<file path="src/rtl/fpu_ctrl.sv">
// Issue/writeback sequencer in front of the fpu: latches one instruction, holds it until fin, registers writeback.
// Optional build macro FPU_CTRL_FWD_EN: same-cycle reissue in the writeback cycle with FP result forwarding.
module fpu_ctrl #(
    parameter int unsigned RA_W = 5
) (
    input  logic            clk,
    input  logic            rstn,
    input  logic            issue_valid,
    output logic            issue_ready,
    input  logic [3:0]      issue_op,
    input  logic [31:0]     issue_src0,
    input  logic [31:0]     issue_src1,
    input  logic [RA_W-1:0] issue_rs1,
    input  logic [RA_W-1:0] issue_rs2,
    input  logic [RA_W-1:0] issue_rd,
    output logic [3:0]      fpu_op,
    output logic [31:0]     fpu_src0,
    output logic [31:0]     fpu_src1,
    input  logic [31:0]     fpu_result,
    input  logic            fpu_fin,
    output logic            wb_valid,
    output logic [RA_W-1:0] wb_rd,
    output logic [31:0]     wb_data,
    output logic            wb_to_int,
    output logic            busy
);

    localparam int unsigned OP_W   = 4;
    localparam int unsigned DATA_W = 32;
    localparam logic [OP_W-1:0] OP_NOP = OP_W'(4'b1111);

    typedef enum logic {
        IDLE = 1'b0,
        EXEC = 1'b1
    } state_t;

    state_t              state_q;
    state_t              state_d;
    logic [OP_W-1:0]     op_q;
    logic [DATA_W-1:0]   src0_q;
    logic [DATA_W-1:0]   src1_q;
    logic [RA_W-1:0]     rd_q;
    logic                to_int_q;

    logic                accept_c;
    logic                fin_c;
    logic                ready_d;
    logic                to_int_c;
    logic [DATA_W-1:0]   src0_d;
    logic [DATA_W-1:0]   src1_d;

    // op_q returns to NOP on completion, so it directly drives fpu_op in both states
    assign fpu_op   = op_q;
    assign fpu_src0 = src0_q;
    assign fpu_src1 = src1_q;
    assign to_int_c = (issue_op[3:2] == 2'b10);

    // Next-state and handshake decode
    always_comb begin
        state_d  = state_q;
        accept_c = 1'b0;
        fin_c    = 1'b0;
        case (state_q)
            IDLE: begin
                if (issue_valid && issue_ready) begin
                    accept_c = 1'b1;
                    state_d  = EXEC;
                end
            end
            EXEC: begin
                if (fpu_fin) begin
                    fin_c   = 1'b1;
                    state_d = IDLE;
                end
            end
        endcase
`ifdef FPU_CTRL_FWD_EN
        ready_d = (state_d == IDLE);
`else
        // One bubble after completion so the regfile write lands before operands are sampled
        ready_d = (state_d == IDLE) && !fin_c;
`endif
    end

`ifdef FPU_CTRL_FWD_EN
    logic fwd0_c;
    logic fwd1_c;

    // Bypass the FP result being written back this cycle
    always_comb begin
        fwd0_c = wb_valid && !wb_to_int && (issue_rs1 == wb_rd);
        fwd1_c = wb_valid && !wb_to_int && (issue_rs2 == wb_rd);
        src0_d = fwd0_c ? wb_data : issue_src0;
        src1_d = fwd1_c ? wb_data : issue_src1;
    end
`else
    logic unused_rs_c;

    always_comb begin
        src0_d      = issue_src0;
        src1_d      = issue_src1;
        unused_rs_c = ^{issue_rs1, issue_rs2};
    end
`endif

    // State, latched instruction and registered writeback
    always_ff @(posedge clk) begin
        if (!rstn) begin
            state_q     <= IDLE;
            issue_ready <= 1'b1;
            busy        <= 1'b0;
            op_q        <= OP_NOP;
            src0_q      <= '0;
            src1_q      <= '0;
            rd_q        <= '0;
            to_int_q    <= 1'b0;
            wb_valid    <= 1'b0;
            wb_rd       <= '0;
            wb_data     <= '0;
            wb_to_int   <= 1'b0;
        end else begin
            state_q     <= state_d;
            issue_ready <= ready_d;
            busy        <= (state_d != IDLE);
            wb_valid    <= fin_c;
            if (accept_c) begin
                op_q     <= issue_op;
                src0_q   <= src0_d;
                src1_q   <= src1_d;
                rd_q     <= issue_rd;
                to_int_q <= to_int_c;
            end
            if (fin_c) begin
                op_q      <= OP_NOP;
                wb_data   <= fpu_result;
                wb_rd     <= rd_q;
                wb_to_int <= to_int_q;
            end
        end
    end

endmodule

</file>
<file path="config.mk">
export PLATFORM = sky130hd
export DESIGN_NAME = fpu_ctrl
export DESIGN_NICKNAME = d
export VERILOG_FILES = /design/src/rtl/fpu_ctrl.sv
export SDC_FILE = /design/constraint.sdc
export NUM_CORES = 1
export LEC_CHECK = 0
export CORE_MARGIN = 5
export CORE_UTILIZATION = 35
export DETAILED_ROUTE_END_ITERATION = 8
export GPL_ROUTABILITY_DRIVEN = 0
export PLACE_DENSITY = 0.76
export SYNTH_ARGS = -nofsm -noshare
export SYNTH_HDL_FRONTEND = slang
export SYNTH_SLANG_ARGS = --single-unit
</file>
<file path="constraint.sdc">
create_clock -name clk -period 1.1 [get_ports clk]
set_input_delay 0.22 -clock clk [delete_from_list [all_inputs] [get_ports clk]]
set_output_delay 0.22 -clock clk [all_outputs]
set_load 0.05 [all_outputs]
</file>
# --- Word level (Yosys, flattened, before mapping) ---
# Cells that the tools add are included.
classes:
  eq_ne: 1
  muxes: 6
  bitwise: 3
  reduce_logical: 4
ops:
  columns: ["op", "n"]
  rows:
  - ["2-to-1 mux 1 bit", 5]
  - ["inverter 1 bit", 3]
  - ["== test 2 bit, second input constant", 1]
  - ["logical AND 1 bit", 2]
  - ["one-hot mux 1 bit (2 select lines)", 1]
  - ["OR reduction 2 bit", 1]
  - ["zero test 1 bit", 1]
word_totals:
  word_cells: 25
  reg_bits: 115
  output_inout_bits: 109

# --- Longest topological paths before layout ---
# Gate-level depths: netlist (run 1).
logic_depth:
  ltp_word: 5
  mapped_depth: 5
  ltp_nobuf: 2

# --- Least setup slack after synthesis (run 1) ---
# No wires, ideal clock.
synth_timing:
  path_type: "reg2reg"
  start: "reg issue_ready"
  end: "reg src0_q[0], in the netlist fpu_src0[0]"
  path_stages_with_launch: 6
  t_arrival_ns: 1.514
  n_path_buf: 3
  t_required_ns: 1.028
  setup_time_ns: 0.072
  setup_slack_ns: -0.486
  cell_sequence: "dfxtp_1 -> and3b_1 -> clkbuf_1 -> buf_6 -> buf_6 -> mux2i_1"
synth_via:
  elab_chain_len: 3
synth_rtl:
  columns: ["item", "line_no", "text"]
  rows:
  - ["from (decl)", "9", "output logic issue_ready,"]
  - ["from (signal assigned)", "123", "issue_ready <= ready_d;"]
  - ["logical AND 1 bit", "65", "if (issue_valid && issue_ready) begin"]
  - ["2-to-1 mux 1 bit", "65", null]
  - ["2-to-1 mux 1 bit", "63", "case (state_q)"]
  - ["to (signal assigned)", "128", "src0_q <= src0_d;"]
  - ["to (decl)", "40", "logic [DATA_W-1:0] src0_q;"]
# Every way passes these cells.
# A chain may end at the register's enable or synchronous reset.

# --- Worst setup path in the final report (run 1) ---
layout_timing:
  start: "reg state_q"
  end: "reg src1_q[9], in the netlist fpu_src1[9]"
layout_via:
  elab_chain_len: 1
layout_rtl:
  columns: ["item", "line_no", "text"]
  rows:
  - ["from (decl)", "37", "state_t state_q;"]
  - ["from (signal assigned)", "122", "state_q <= state_d;"]
  - ["2-to-1 mux 1 bit", "63", null]
  - ["to (signal assigned)", "129", "src1_q <= src1_d;"]
  - ["to (decl)", "41", "logic [DATA_W-1:0] src1_q;"]
# Every way passes these cells.

==> results of run 1 <==
## tightest hold or removal path, delay by kind of cell
kind                   cells  cell delay (ns)
buffers and inverters      2             0.28
muxes                      1             0.06
and+or+nand+nor            1             0.05
## state kept, by name, indices dropped and copies added (netlist names)
signal       count
fpu_src0        32
fpu_src1        32
wb_data         32
rd_q             5
wb_rd            5
fpu_op           4
issue_ready      1
state_q          1
to_int_q         1
wb_to_int        1
wb_valid         1
## worst min path at each step
| stage | endpoint | startpoint |
|---|---|---|
| finish | fpu_src0[24] | rstn |
| global placement | rd_q[1] | rd_q[1] |
| CTS | fpu_src0[24] | rstn |
| floorplan | wb_data[19] | fpu_result[19] |
| global route | fpu_src0[24] | rstn |
| detailed placement | rd_q[2] | rd_q[2] |
## timing repair
item | 4_1_cts | 5_1_grt
setup endpoints to repair | 221 | 222
gates cloned | 13 | 3
setup buffers | 21 | 21
hold buffers | 0 | 0
pin swaps | 0 | 1
hold endpoints to repair | 0 | 0
resized for setup | 124 | 20
## logic make-up (layout without fill, tap and decap cells)
| logic type | count (synthesis) | after routing | share of synthesized area [%] |
|---|---|---|---|
| buffers and inverters | 37 | 319 | 4.82 |
| and+or+nand+nor | 147 | 147 | 14.0 |
| AOI/OAI and AO/OA | 45 | 45 | 9.26 |
| DFF | 115 | 115 | 55.1 |
| muxes | 70 | 70 | 16.8 |
## cells in the final DEF, fill, tap and decap left out, drive strengths merged
master and n:
a21boi 1, buf 172, bufbuf 3, o21a 1, and3b 1, o211ai 4
clkinv 4, nand4b 4, clkinvlp 1, and3 1, a22o 38, nand2 139
dfxtp 115, and2 1, inv 4, clkdlybuf4s50 107, o21ai 1, nand3b 1
clkbuf 28, mux2i 70
## metal layers
| layer | track usage (%) | vias to the layer above |
|---|---|---|
| met5 | 0 | - |
| met4 | 7.82 | 0 |
| met3 | 9.19 | 41 |
| met2 | 41.4 | 233 |
| met1 | 24.7 | 1993 |
| li1 | - | 1948 |
## area by class of cell
| cell class | count | area (um^2) | area share (%) |
|---|---|---|---|
| Tap cell | 143 | 179 | 1.95 |
| Inverter | 4 | 15.0 | 0.164 |
| Timing Repair Buffer | 285 | 4280 | 46.7 |
| Clock inverter | 5 | 27.5 | 0.300 |
| Sequential cell | 115 | 2480 | 27.0 |
| Multi-Input combinational cell | 262 | 1700 | 18.5 |
| Clock buffer | 25 | 495 | 5.40 |
## power by group through the flow
stage / combinational (W) / clock (W) / sequential (W)
floorplan: 0.000610 / 0 / 0.00550
detailed placement: 0.00300 / 0 / 0.00479
finish: 0.00357 / 0.00494 / 0.00476
CTS: 0.00342 / 0.00495 / 0.00475
global route: 0.00370 / 0.00519 / 0.00478
global placement: 0.00297 / 0 / 0.00477
## stage by stage
step | TNS [ns] | hold WS (ns)
6_report | -21.15 | 0.263
5_1_grt | -29.09 | 0.283
4_1_cts | -20.57 | 0.239
3_5_place_dp | -41.47 | 0.450
2_1_floorplan | -12.20 | 0.346
3_3_place_gp | -39.75 | 0.443
==> run summary, run 1 <==
Worst slew margin - 75.0%
total leakage power - 3.82 nW
Die Ht - 119 um
met3 WL post-DR - 1590 um
dominant cells by area after synthesis - dfxtp_1 (55%), mux2i_1 (17%), nand2_1 (12%)
sw frac - 28.5%
Placed Area - 7600 um^2
ys flop type - dfxtp_1
Placement Setup Slack - -0.475 ns
Max Cap Viol - 0
largest net degree at the start of global routing - 72
Initial DRC Count - 370
Syn Inst Count - 414
detailed placement HPWL - 9670 um
overall power - 0.0133 W
CTS H-tree lvls - 4
CP peak stage delay - 0.34 ns
grt total ovfl - 0
Final Skew - 0.00729 ns
top layer in use - met4
RSZ-0062 raised after global routing - yes
clock buffer count from CTS - 17
Critical path buffers and inverters - 2
die width - 119 um
final std cells w/o fill - 839
min Tclk post-route - 1.33 ns
pwr/cell area - 1450 nW/um^2
Top Ports - 228
P_sw - 0.00378 W
status - complete, but fails checks
register share of total power - 35.8%
clock sink count - 115
DRT antenna net count - 0
Mapped Area - 4180 um^2
Final setup viols - 221
top-count cell post-synth - nand2_1
Final period util - 121%
Async SR Flop Fraction - 0%
Mapped Avg Cell Area - 10.1 um^2
post-layout util - 79.3%
worst setup path start - state_q
Placed Cells - 753
Overall Global Routing Usage - 23.1%
Initial Util - 36.1%
failing checks - setup timing
slowest CP cell - dfxtp_4
Hold WC Path Type - in2reg
Clock transition at path regs - 0.05 ns
slew of the pin with the lowest slew margin - 0.375 ns
core footprint - 11600 um^2
met1 wire length - 6580 um
Wirelength per Cell - 21.4 um
antenna cells - 0
CTS tree - yes
area leader, netlist - dfxtp_1
Max IR drop VDD - 1.11 mV
Worst path top cell family by delay - flip-flops
Critical Path End Type - flip-flop
Setup Crit Path Kind - reg2reg
fmax - 754 MHz
RR Endpoint - fpu_src1[9]
Synth cell types - 18
Clk pwr share - 37.2%
worst flop-to-flop path startpoint - state_q
CTS Root Cell - clkbuf_16
CP endpoint - fpu_src1[9]
synthesized flop and latch total - 115
syn_nets - 533
P_int - 0.00949 W
die area - 14200 um^2
Longest Clk Path Bufs - 2
1st-pass router iterations - 5
combinational share of power - 26.9%
via count - 4215
metal2 WL - 9280 um
share of cells above drive strength 1 - 45.7%
Row Count - 39
worst hold stages - 4
initial antenna violation count - 0
synthesis-to-layout area growth - 120%
post-layout net count - 804
Layout fillers - 614
Commonest cells post-synth - nand2_1 (139), dfxtp_1 (115), mux2i_1 (70)
YS warnings - 0
Worst Path Max Fanout - 10
Post-synth EDFFs - 0
DRC viols - 0
crit start category - flip-flop
input/output buffers - 217
vias per cell - 5.02
Reg2Reg Setup Slack - -0.23 ns
Arr. time, crit path - 1.64 ns
Critical Path RT - 1.41 ns
Worst Reg-to-Reg Cells - 4
post-synthesis sequential area ratio - 55.1%
Critical Path, Cell by Cell - and3b_4, buf_6, buf_16, mux2i_1
number of global-route vias before repair - 4265
worst skew pair latency - 0.41 ns
first-pass GRT wire length - 25100 um
setup ws final - -0.226 ns
Synth top area share - 55.1%
final hold vios - 0
Slew Limit Fails - 0
Post-Route WL - 17900 um
stages on the worst setup path - 4
post-route cell area - 9170 um^2
(Power assumes the default switching activity.)
==> run 2: changes to the inputs <==
Settings changed: SKIP_CTS_REPAIR_TIMING from default to 1.
==> run 2 against run 1 <==
Compared with the run above: the run still ends with setup timing left; count of clock-buffer cells in the layout unchanged; largest cell class unchanged; worst setup slack lost 0.029 ns; clock power down 2%; sequential share of layout area is 0.62 points higher; via count is 5.7% lower; largest power group unchanged; fmax down 2.1%.
==> run summary, run 2 (same netlist as run 1, synthesis figures left out) <==
status - complete, but fails checks
failing checks - setup timing
Initial DRC Count - 220 (-41%)
largest net degree at the start of global routing - 72 (unchanged)
DRC viols - 0 (unchanged)
min Tclk post-route - 1.35 ns (+0.0286 ns)
CTS H-tree lvls - 4 (unchanged)
slew of the pin with the lowest slew margin - 0.382 ns (+0.00641 ns)
CTS tree - yes
combinational share of power - 26.2% (-0.7 points)
P_sw - 0.00366 W (-3.2%)
Clk pwr share - 37.3% (about the same)
antenna cells - 0 (unchanged)
post-layout net count - 789 (-1.9%)
1st-pass router iterations - 4 (-1)
Critical Path RT - 1.40 ns (about the same)
pwr/cell area - 1470 nW/um^2 (+1.9%)
sw frac - 28.1% (-0.44 points)
number of global-route vias before repair - 3813 (-11%)
most frequent cells in the layout - nand2_1 (139), buf_12 (116), clkdlybuf4s50_1 (107)
grt total ovfl - 0 (unchanged)
Placed Area - 7600 um^2 (unchanged)
Layout fillers - 694 (+13%)
Placed Cells - 753 (unchanged)
Worst slew margin - 74.6% (-0.43 points)
Arr. time, crit path - 1.65 ns (about the same)
WHS - 0.273 ns (+0.00966 ns)
clock buffer count from CTS - 17 (unchanged)
detailed placement HPWL - 9670 um (unchanged)
register share of total power - 36.5% (+0.7 points)
CP endpoint - fpu_src0[26]
Worst Reg-to-Reg Cells - 4 (unchanged)
final hold vios - 0 (unchanged)
worst flop-to-flop path startpoint - state_q
die area - 14200 um^2 (unchanged)
Die Ht - 119 um (unchanged)
final std cells w/o fill - 824 (-1.8%)
area of the multi-input gates - 1700 um^2 (unchanged)
Setup TNS - -15.62 ns (+5.54 ns)
synthesis-to-layout area growth - 112%
CTS Root Cell - clkbuf_16
total leakage power - 3.67 nW (-4.0%)
Final setup viols - 215 (-2.7%)
via count - 3974 (-5.7%)
RR Endpoint - fpu_src0[26]
Slew Limit Fails - 0 (unchanged)
Longest Clk Path Bufs - 2 (unchanged)
initial antenna violation count - 0 (unchanged)
Post-Route WL - 16500 um (-7.9%)
input/output buffers - 217 (unchanged)
Worst Path Max Fanout - 8 (-2)
commonest non-fill, non-tap cell in the layout - nand2_1
clock sink count - 115 (unchanged)
Critical Path End Type - flip-flop
DRT antenna net count - 0 (unchanged)
Setup Crit Path Kind - reg2reg
share of cells above drive strength 1 - 43.5% (-2.2 points)
Row Count - 39 (unchanged)
Final period util - 123% (+2.6 points)
Final Skew - 0.0123 ns (+0.00503 ns)
Reg2Reg Setup Slack - -0.25 ns (-0.03 ns)
Overall Global Routing Usage - 18.4% (-4.7 points)
sequential cell area - 2440 um^2 (-1.4%)
Max IR drop VDD - 1.11 mV (-0.49%)
vias per cell - 4.82 (-4.0%)
fmax - 738 MHz (-2.1%)
Initial Util - 36.1% (unchanged)
Hold WC Path Type - in2reg
Wirelength per Cell - 20.0 um (-6.2%)
Top Ports - 228 (unchanged)
P_int - 0.00938 W (-1.1%)
core footprint - 11600 um^2 (unchanged)
crit start category - flip-flop
Clock transition at path regs - 0.05 ns (about the same)
setup ws final - -0.255 ns (-0.0286 ns)
RSZ-0062 raised after global routing - yes
first-pass GRT wire length - 20600 um (-18%)
worst skew pair latency - 0.41 ns (about the same)
worst setup path start - state_q
post-route cell area - 8840 um^2 (-3.6%)
Max Cap Viol - 0 (unchanged)
die width - 119 um (unchanged)
==> run 2: cell types whose count changed in the layout (fill, tap and decap cells not counted) <==
cell,before,now
buf_16,12,2
dfxtp_4,16,6
buf_4,36,27
dfxtp_1,6,13
clkbuf_16,20,26
bufbuf_16,3,0
dfxtp_2,93,96
buf_12,118,116
buf_6,5,7
buf_8,1,2
==> run 2: cell type report <==
cell class / instances / area share [%]
clock buffer: 25 / 5.60
clock inverter: 5 / 0.311
inverter: 4 / 0.170
multi-input combinational: 262 / 19.2
sequential: 115 / 27.6
tap: 143 / 2.02
timing repair buffer: 270 / 45.1
==> run 2: worst min path at each step <==
stage | startpoint | slack, ns | cells past startpoint | to
after floorplan | fpu_result[19] | 0.35 | 1 | wb_data[19]
after global placement | rd_q[1] | 0.44 | 2 | rd_q[1]
after detailed placement | rd_q[2] | 0.45 | 2 | rd_q[2]
after CTS | rstn | 0.25 | 4 | fpu_src0[24]
after global routing | rstn | 0.29 | 4 | fpu_src0[24]
final | rstn | 0.27 | 4 | fpu_src0[24]
==> run 2: through the flow <==
stage,worst slack [ns],power (W),utilization [%]
CTS,-0.203,0.0127,70.2
global route,-0.314,0.0135,76.5
detailed placement,-0.475,0.00779,65.7
global placement,-0.421,0.00773,65.7
floorplan,-0.185,0.00611,-
finish,-0.255,0.0130,76.5
==> run 2: power groups by stage <==
stage / sequential, W / clock [W] / combinational [W]
5_1_grt: 0.00478 / 0.00516 / 0.00354
2_1_floorplan: 0.00550 / 0 / 0.000610
4_1_cts: 0.00471 / 0.00495 / 0.00302
3_5_place_dp: 0.00479 / 0 / 0.00300
6_report: 0.00476 / 0.00486 / 0.00342
3_3_place_gp: 0.00477 / 0 / 0.00297
==> run 2: critical path, cell delays in order, from the launching register on <==
cell and delay (ns):
dfxtp_4 0.34, and3b_4 0.35, buf_4 0.16, buf_8 0.14
mux2i_1 0.27
==> run 2: metal layers <==
layer	track usage, %	routed length, um
met1	20.6	6530
met2	30.2	8280
met3	8.72	1440
met4	7.68	267
met5	0	0
==> run 3: changes to the inputs <==
Settings changed: ABC_CLOCK_PERIOD_IN_PS from default to 1100, RECOVER_POWER from default to 50.
==> run 3 against run 2 <==
Compared with the run above: the flow still finishes with violations (setup timing); register-to-register slack hardly changed; via count barely moved; cell area unchanged; cell count stayed put; wire length unchanged; critical path depth did not move; hold slack barely moved; utilization unchanged; fmax up 0.18%; largest power group unchanged.
==> run summary, run 3 (same netlist as run 1, synthesis figures left out) <==
crit start category - flip-flop
core footprint - 11600 um^2 (unchanged)
synthesis-to-layout area growth - 112% (unchanged)
antenna cells - 0 (unchanged)
P_int - 0.00938 W (about the same)
Setup Crit Path Kind - reg2reg
most frequent cells in the layout - nand2_1 (139), buf_12 (116), clkdlybuf4s50_1 (107)
Post-Route WL - 16500 um (unchanged)
die width - 119 um (unchanged)
Initial Util - 36.1% (unchanged)
first-pass GRT wire length - 20600 um (unchanged)
Final setup viols - 215 (unchanged)
Max Cap Viol - 0 (unchanged)
share of cells above drive strength 1 - 43.5% (unchanged)
largest net degree at the start of global routing - 72 (unchanged)
fmax - 739 MHz (+0.18%)
Slew Limit Fails - 0 (unchanged)
Worst slew margin - 74.7% (+0.19 points)
RSZ-0062 raised after global routing - yes
Clk pwr share - 37.3% (about the same)
Overall Global Routing Usage - 18.4% (unchanged)
Longest Clk Path Bufs - 2 (unchanged)
Top Ports - 228 (unchanged)
Row Count - 39 (unchanged)
Clock transition at path regs - 0.05 ns (about the same)
P_sw - 0.00366 W (about the same)
register share of total power - 36.5% (about the same)
Die Ht - 119 um (unchanged)
clock buffer count from CTS - 17 (unchanged)
CTS H-tree lvls - 4 (unchanged)
via count - 3976 (+0.050%)
Wirelength per Cell - 20.0 um (unchanged)
CTS tree - yes
Worst Path Max Fanout - 8 (unchanged)
worst skew pair latency - 0.41 ns (about the same)
Placed Cells - 753 (unchanged)
Critical Path RT - 1.40 ns (about the same)
1st-pass router iterations - 4 (unchanged)
sw frac - 28.1% (about the same)
failing checks - setup timing
Initial DRC Count - 213 (-3.2%)
total leakage power - 3.67 nW (about the same)
setup ws final - -0.252 ns (+0.00243 ns)
die area - 14200 um^2 (unchanged)
pwr/cell area - 1470 nW/um^2 (about the same)
number of global-route vias before repair - 3813 (unchanged)
detailed placement HPWL - 9670 um (unchanged)
post-layout net count - 789 (unchanged)
Critical Path End Type - flip-flop
commonest non-fill, non-tap cell in the layout - nand2_1
DRC viols - 0 (unchanged)
Setup TNS - -15.61 ns (+0.000200 ns)
Hold WC Path Type - in2reg
vias per cell - 4.83 (about the same)
initial antenna violation count - 0 (unchanged)
clock sink count - 115 (unchanged)
CTS Root Cell - clkbuf_16
status - complete, but fails checks
Final period util - 123% (-0.22 points)
min Tclk post-route - 1.35 ns (-0.00242 ns)
Max IR drop VDD - 1.11 mV (about the same)
combinational share of power - 26.2% (about the same)
slew of the pin with the lowest slew margin - 0.379 ns (-0.00281 ns)
final std cells w/o fill - 824 (unchanged)
DRT antenna net count - 0 (unchanged)
Arr. time, crit path - 1.65 ns (about the same)
input/output buffers - 217 (unchanged)
Final Skew - 0.0118 ns (-0.000500 ns)
final hold vios - 0 (unchanged)
grt total ovfl - 0 (unchanged)
post-layout util - 76.5% (unchanged)
-- run 3: cell counts in the layout (fill, tap and decap cells not counted) --
No cell type changed its count.
-- run 3: final timing paths --
kind / start / end / slack [ns] / cells past startpoint
max: state_q / fpu_src0[26] / -0.25 / 4
min: rstn / fpu_src0[24] / 0.27 / 4
max reg2reg: state_q / fpu_src0[26] / -0.25 / 4
min reg2reg: rd_q[3] / rd_q[3] / 0.45 / 2
-- run 3: power groups by stage --
stage / registers [W] / clock network (W) / logic, W
2_1_floorplan: 0.00550 / 0 / 0.000610
3_3_place_gp: 0.00477 / 0 / 0.00297
3_5_place_dp: 0.00479 / 0 / 0.00300
4_1_cts: 0.00471 / 0.00495 / 0.00302
5_1_grt: 0.00478 / 0.00516 / 0.00354
6_report: 0.00476 / 0.00486 / 0.00342
-- run 3: metal layers --
metal / GRT usage, % / part of all wire, % / vias to the layer above
met5: 0 / 0 / -
met4: 7.68 / 1.6 / 0
met3: 8.72 / 9.0 / 19
met2: 30.2 / 50 / 185
met1: 20.6 / 39 / 1857
li1: - / - / 1915
-- run 3: worst max-delay path, cell delays in order (launching register included) --
cell,delay [ns]
dfxtp_4,0.34
and3b_4,0.35
buf_4,0.16
buf_8,0.14
mux2i_1,0.27
-- run 3: area by class of cell --
type / count / area [um^2]
timing repair buffer: 270 / 3990
fill: 694 / 2720
sequential: 115 / 2440
multi-input combinational: 262 / 1700
clock buffer: 25 / 495
tap: 143 / 179
clock inverter: 5 / 27.5
inverter: 4 / 15.0
-- run 3: per-stage QoR --
| step | hold WS [ns] | instance area, um^2 | total power, W | setup slack [ns] |
|---|---|---|---|---|
| after floorplan | 0.346 | 4200 | 0.00611 | -0.185 |
| after global placement | 0.443 | 7600 | 0.00773 | -0.421 |
| after detailed placement | 0.450 | 7600 | 0.00779 | -0.475 |
| after CTS | 0.246 | 8120 | 0.0127 | -0.203 |
| after global routing | 0.290 | 8840 | 0.0135 | -0.314 |
| final | 0.273 | 8840 | 0.0130 | -0.252 |
